`src/rtl/ysyx_22040895_ifu.sv`:
```
// Instruction fetch unit: holds the PC, fetches one instruction per retire, and redirects on EXU commit.
// Optional YSYX_22040895_IFU_MISALIGN_EN traps misaligned jump targets in a sticky FAULT state.
module ysyx_22040895_ifu #(
    parameter int              XLEN     = 64,
    parameter int              ILEN     = 32,
    parameter logic [XLEN-1:0] RESET_PC = 64'h0000_0000_8000_0000
) (
    input  logic            clk,
    input  logic            rst,
    output logic            mem_req_valid_o_ifu,
    input  logic            mem_req_ready_i_ifu,
    output logic [XLEN-1:0] mem_req_addr_o_ifu,
    input  logic            mem_rsp_valid_i_ifu,
    input  logic [ILEN-1:0] mem_rsp_data_i_ifu,
    output logic            inst_valid_o_ifu,
    input  logic            inst_ready_i_ifu,
    output logic [ILEN-1:0] inst_o_ifu,
    output logic [XLEN-1:0] pc_o_ifu,
    input  logic            commit_valid_i_ifu,
    input  logic            jump_branch_i_ifu,
    input  logic [XLEN-1:0] dnpc_i_ifu
`ifdef YSYX_22040895_IFU_MISALIGN_EN
    ,
    output logic            misalign_o_ifu
`endif
);

    typedef enum logic [2:0] {
        S_IDLE,
        S_REQ,
        S_WAIT,
        S_HOLD,
        S_EXEC
`ifdef YSYX_22040895_IFU_MISALIGN_EN
        ,
        S_FAULT
`endif
    } state_t;

    state_t          state, state_nxt;
    logic [XLEN-1:0] pc, pc_nxt, pc_seq;
    logic [ILEN-1:0] inst, inst_nxt;

    assign pc_seq = pc + XLEN'(4);

    always_ff @(posedge clk or posedge rst) begin
        if (rst) begin
            state <= S_IDLE;
            pc    <= RESET_PC;
            inst  <= '0;
        end else begin
            state <= state_nxt;
            pc    <= pc_nxt;
            inst  <= inst_nxt;
        end
    end

    always_comb begin
        state_nxt = state;
        pc_nxt    = pc;
        inst_nxt  = inst;
        case (state)
            S_IDLE: state_nxt = S_REQ;
            S_REQ:  if (mem_req_ready_i_ifu) state_nxt = S_WAIT;
            S_WAIT: begin
                if (mem_rsp_valid_i_ifu) begin
                    inst_nxt  = mem_rsp_data_i_ifu;
                    state_nxt = S_HOLD;
                end
            end
            S_HOLD: if (inst_ready_i_ifu) state_nxt = S_EXEC;
            S_EXEC: begin
                if (commit_valid_i_ifu) begin
`ifdef YSYX_22040895_IFU_MISALIGN_EN
                    // A misaligned redirect freezes the PC at the faulting instruction.
                    if (jump_branch_i_ifu && (dnpc_i_ifu[1:0] != 2'b00)) begin
                        state_nxt = S_FAULT;
                    end else begin
                        pc_nxt    = jump_branch_i_ifu ? dnpc_i_ifu : pc_seq;
                        state_nxt = S_REQ;
                    end
`else
                    pc_nxt    = jump_branch_i_ifu ? {dnpc_i_ifu[XLEN-1:2], 2'b00} : pc_seq;
                    state_nxt = S_REQ;
`endif
                end
            end
`ifdef YSYX_22040895_IFU_MISALIGN_EN
            S_FAULT: state_nxt = S_FAULT;
`endif
            default: state_nxt = S_IDLE;
        endcase
    end

    assign mem_req_valid_o_ifu = (state == S_REQ);
    assign mem_req_addr_o_ifu  = pc;
    assign inst_valid_o_ifu    = (state == S_HOLD);
    assign inst_o_ifu          = inst;
    assign pc_o_ifu            = pc;
`ifdef YSYX_22040895_IFU_MISALIGN_EN
    assign misalign_o_ifu      = (state == S_FAULT);
`endif

endmodule
```
`config.mk`:
```
export PLATFORM = sky130hd
export DESIGN_NAME = ysyx_22040895_ifu
export DESIGN_NICKNAME = d
export VERILOG_FILES = /design/src/rtl/ysyx_22040895_ifu.sv
export SDC_FILE = /design/constraint.sdc
export NUM_CORES = 1
export LEC_CHECK = 0
export CORE_UTILIZATION = 48
export CTS_BUF_LIST = sky130_fd_sc_hd__clkbuf_4 sky130_fd_sc_hd__clkbuf_8
export CTS_CLUSTER_SIZE = 16
export DETAILED_ROUTE_END_ITERATION = 6
export PLACE_DENSITY = 0.9
export SYNTH_ARGS = -nofsm -noshare
export SYNTH_HDL_FRONTEND = slang
export SYNTH_SLANG_ARGS = --single-unit
```
`constraint.sdc`:
```
create_clock -name clk -period 5.4 [get_ports clk]
set_clock_uncertainty 0.05 [all_clocks]
set_input_delay 1.08 -clock clk [delete_from_list [all_inputs] [get_ports clk]]
set_output_delay 1.08 -clock clk [all_outputs]
set_load 0.005 [all_outputs]
```
==> results.sh <==
export IMPL_reg2regPathDepth=5
export IMPL_grt_overflow=0
export IMPL_dieArea_um2=13200
export IMPL_crit_top_cell="mux2i_1"
export IMPL_drtIter0Drc=745
export IMPL_antenna_cells=0
export IMPL_die_w_um=115
export IMPL_root_buffer="clkbuf_8"
export IMPL_cts_hold_buf=0
export IMPL_hpwl_um=13900
export IMPL_cts_setup_buffers=0
export IMPL_layout_drive_gt1_share=0.0945
export IMPL_cp_start_kind="primary input"
export IMPL_synth_top_area_frac=0.392
export IMPL_postRouteAntennaNets=0
export IMPL_yosys_area_top_type="dfrtp_1"
export IMPL_hold_viol=0
export IMPL_p_leak_uw=0.00332
export IMPL_routed_wl_um=20000
export IMPL_fmax_mhz=325
export IMPL_ys_flop_type="dfrtp_1"
export IMPL_grt_use_total=0.305
export IMPL_layout_nets=956
export IMPL_worstPathArrival_ns=3.30
export IMPL_fin_crit_sh=0.570
export IMPL_grt_pass1_vias=5876
export IMPL_ir_worst_vdd_mv=0.316
export IMPL_synthCells=681
export IMPL_slowest_delay_ns=0.80
export IMPL_via_per_inst=6.04
export IMPL_initial_core_util=0.502
export IMPL_wl_per_cell_um=19.5
export IMPL_hold_path_class="flop to flop"
export IMPL_status="finished clean"
export IMPL_grt_max_degree=101
export IMPL_num_rows=40
export IMPL_antenna_found_initial=0
export IMPL_cts_repair_resized=0
export IMPL_async_reset_ff_frac=1.00
export IMPL_synth_seq_cells=97
export IMPL_drtPass1Iterations=5
export IMPL_path_class="primary input to flop"
export IMPL_die_height_um=115
export IMPL_htree_levels=3
export IMPL_cp_slowest_cell="nor2_1"
export IMPL_worst_slew_pin_transition_ns=1.03
export IMPL_portBuffers=258
export IMPL_cap_violations=0
export IMPL_slew_viol_final=0
export IMPL_power_density_nw_per_um2=392
export IMPL_cts_sinks=97
export IMPL_synth_area_leaders="dfrtp_1, buf_4, mux2_2"
export IMPL_cts_buffers_inserted=9
export IMPL_finalCriticalPeriod_ns=3.08
export IMPL_drc=0
export IMPL_clockBufferDepth=2
export IMPL_routabilityCongestion=0.894
export IMPL_dpl_cell_count=1009
export IMPL_critPathMaxFanout=33
export IMPL_fin_tns_setup_ns=0
export IMPL_required_ns=5.62
export IMPL_hold_depth=1
export IMPL_rsz0062_at_grt="false"
export IMPL_syn_to_final_growth_pct=39.7
export IMPL_ys_warn_count=0
export IMPL_syn_area_um2=6130
export IMPL_avgSynthCellArea_um2=9.00
export IMPL_synth_edf_count=0
export IMPL_coreArea_um2=12200
export IMPL_ys_types=65
export IMPL_cts_tree="yes"
export IMPL_ys_seq_area_frac=0.396
export IMPL_insertion_delay_ns=0.39
export IMPL_path_cells="clkdlybuf4s50_1 -> nand4bb_4 -> nor2_1 -> mux2i_1 -> mux2i_1"
export IMPL_worst_hold_slack_ns=0.465
export IMPL_clk_pin_slew_worst_paths_ns=0.10
export IMPL_stdcell_count=1025
export IMPL_vias=6189
export IMPL_critPathCaptureType="flop"
export IMPL_setup_viol=0
export IMPL_grt_first_pass_wirelength_um=31200
export IMPL_slew_headroom=0.316
export IMPL_pin_count=265
worst max-delay path: cells and delay by family:
family	cells	cell delay (ns)
buf+inv	1	0.57
mux	2	0.38
simple gates	2	1.26
synthesized netlist by cell type (4+ instances only):
cell type	number
dfrtp_1	96
a311oi_1	5
a21oi_1	43
nand4_2	5
mux2_2	33
nor4_4	4
a2bb2oi_1	4
nor3_1	27
a22oi_1	6
or3_1	9
a31oi_1	7
o22ai_1	10
buf_2	7
a41o_1	5
nand2_1	48
and4_1	6
inv_1	8
o211ai_1	7
nor4_1	12
nor3b_1	6
o21ai_0	45
buf_4	67
and3_1	17
nor2_1	37
a211oi_1	8
buf_1	5
nand4_1	26
nor2b_1	4
mux2i_1	8
clkbuf_1	32
nand3_1	36
metrics by stage:
step / worst slack, ns / area [um2] / util / total power, uW
4_1_cts: 2.36 / 8560 / 0.701 / 3360
6_report: 2.32 / 8560 / 0.701 / 3350
2_1_floorplan: 1.74 / 6140 / - / 1970
3_5_place_dp: 1.97 / 8370 / 0.685 / 2880
5_1_grt: 2.20 / 8560 / 0.701 / 3560
3_3_place_gp: 2.02 / 8370 / 0.685 / 2820
state kept, by name, summed over array words and instances, names as in the netlist:
signal,cells
state,3
inst_o_ifu,32
mem_req_addr_o_ifu,62
kinds of logic (layout without fill, tap and decap cells):
logic type,Yosys count,count (layout),synth area share
muxes,41,41,0.0737
buffers and inverters,120,293,0.116
AOI/OAI and AO/OA,168,168,0.176
other,1,4,0.000612
and+or+nand+nor,253,253,0.235
adders and majority gates,1,1,0.00204
DFF,97,97,0.396
final timing paths:
kind                                                    startpoint                            endpoint  slack (ns)
worst max-delay path                            commit_valid_i_ifu  mem_req_addr_o_ifu[58]$_DFFE_PP0P_        2.32
worst min-delay path                    inst_o_ifu[27]$_DFFE_PP0P_          inst_o_ifu[27]$_DFFE_PP0P_        0.47
worst max register to register  mem_req_addr_o_ifu[34]$_DFFE_PP0P_  mem_req_addr_o_ifu[59]$_DFFE_PP0P_        2.70
worst min register to register          inst_o_ifu[27]$_DFFE_PP0P_          inst_o_ifu[27]$_DFFE_PP0P_        0.47
max in group asynchronous                                      rst  mem_req_addr_o_ifu[52]$_DFFE_PP0P_        3.16
min in group asynchronous                                      rst           inst_o_ifu[5]$_DFFE_PP0P_        1.19
routing by layer:
| layer | vias up | share of wire | global-route usage |
|---|---|---|---|
| met1 | 2948 | 0.38 | 0.367 |
| met4 | 0 | 0.022 | 0.102 |
| met5 | - | 0 | 0 |
| met2 | 366 | 0.50 | 0.518 |
| met3 | 45 | 0.099 | 0.0970 |
| li1 | 2830 | - | - |
power breakdown:
group | switching (uW) | internal [uW]
clock network | 292 | 186
logic | 492 | 996
registers | 388 | 999
total | 1170 | 2180
cell usage in the layout (no fill, tap or decap), types with 5 or more instances in the layout:
cell	instances
clkdlybuf4s50_1	257
dfrtp_1	96
nand2_1	48
o21ai_0	45
a21oi_1	43
nor2_1	37
nand3_1	36
mux2_2	33
nand4_1	26
nor3_1	26
and3_1	17
nor4_1	12
o22ai_1	10
clkbuf_8	10
buf_4	10
or3_1	9
a211oi_1	8
mux2i_1	8
inv_1	7
o211ai_1	7
a31oi_1	7
and4_1	6
a22oi_1	6
nand4_2	5
a41o_1	5
a311oi_1	5
nor3b_1	5
final cells by class:
cell class / count / area (um2)
multi-input combinational: 467 / 3040
inverter: 9 / 36.3
clock buffer: 10 / 138
tap: 168 / 210
sequential: 97 / 2430
timing repair buffer: 268 / 2650
fill: 971 / 3660
clock inverter: 6 / 51.3
Power figures use the tool's default switching activity.
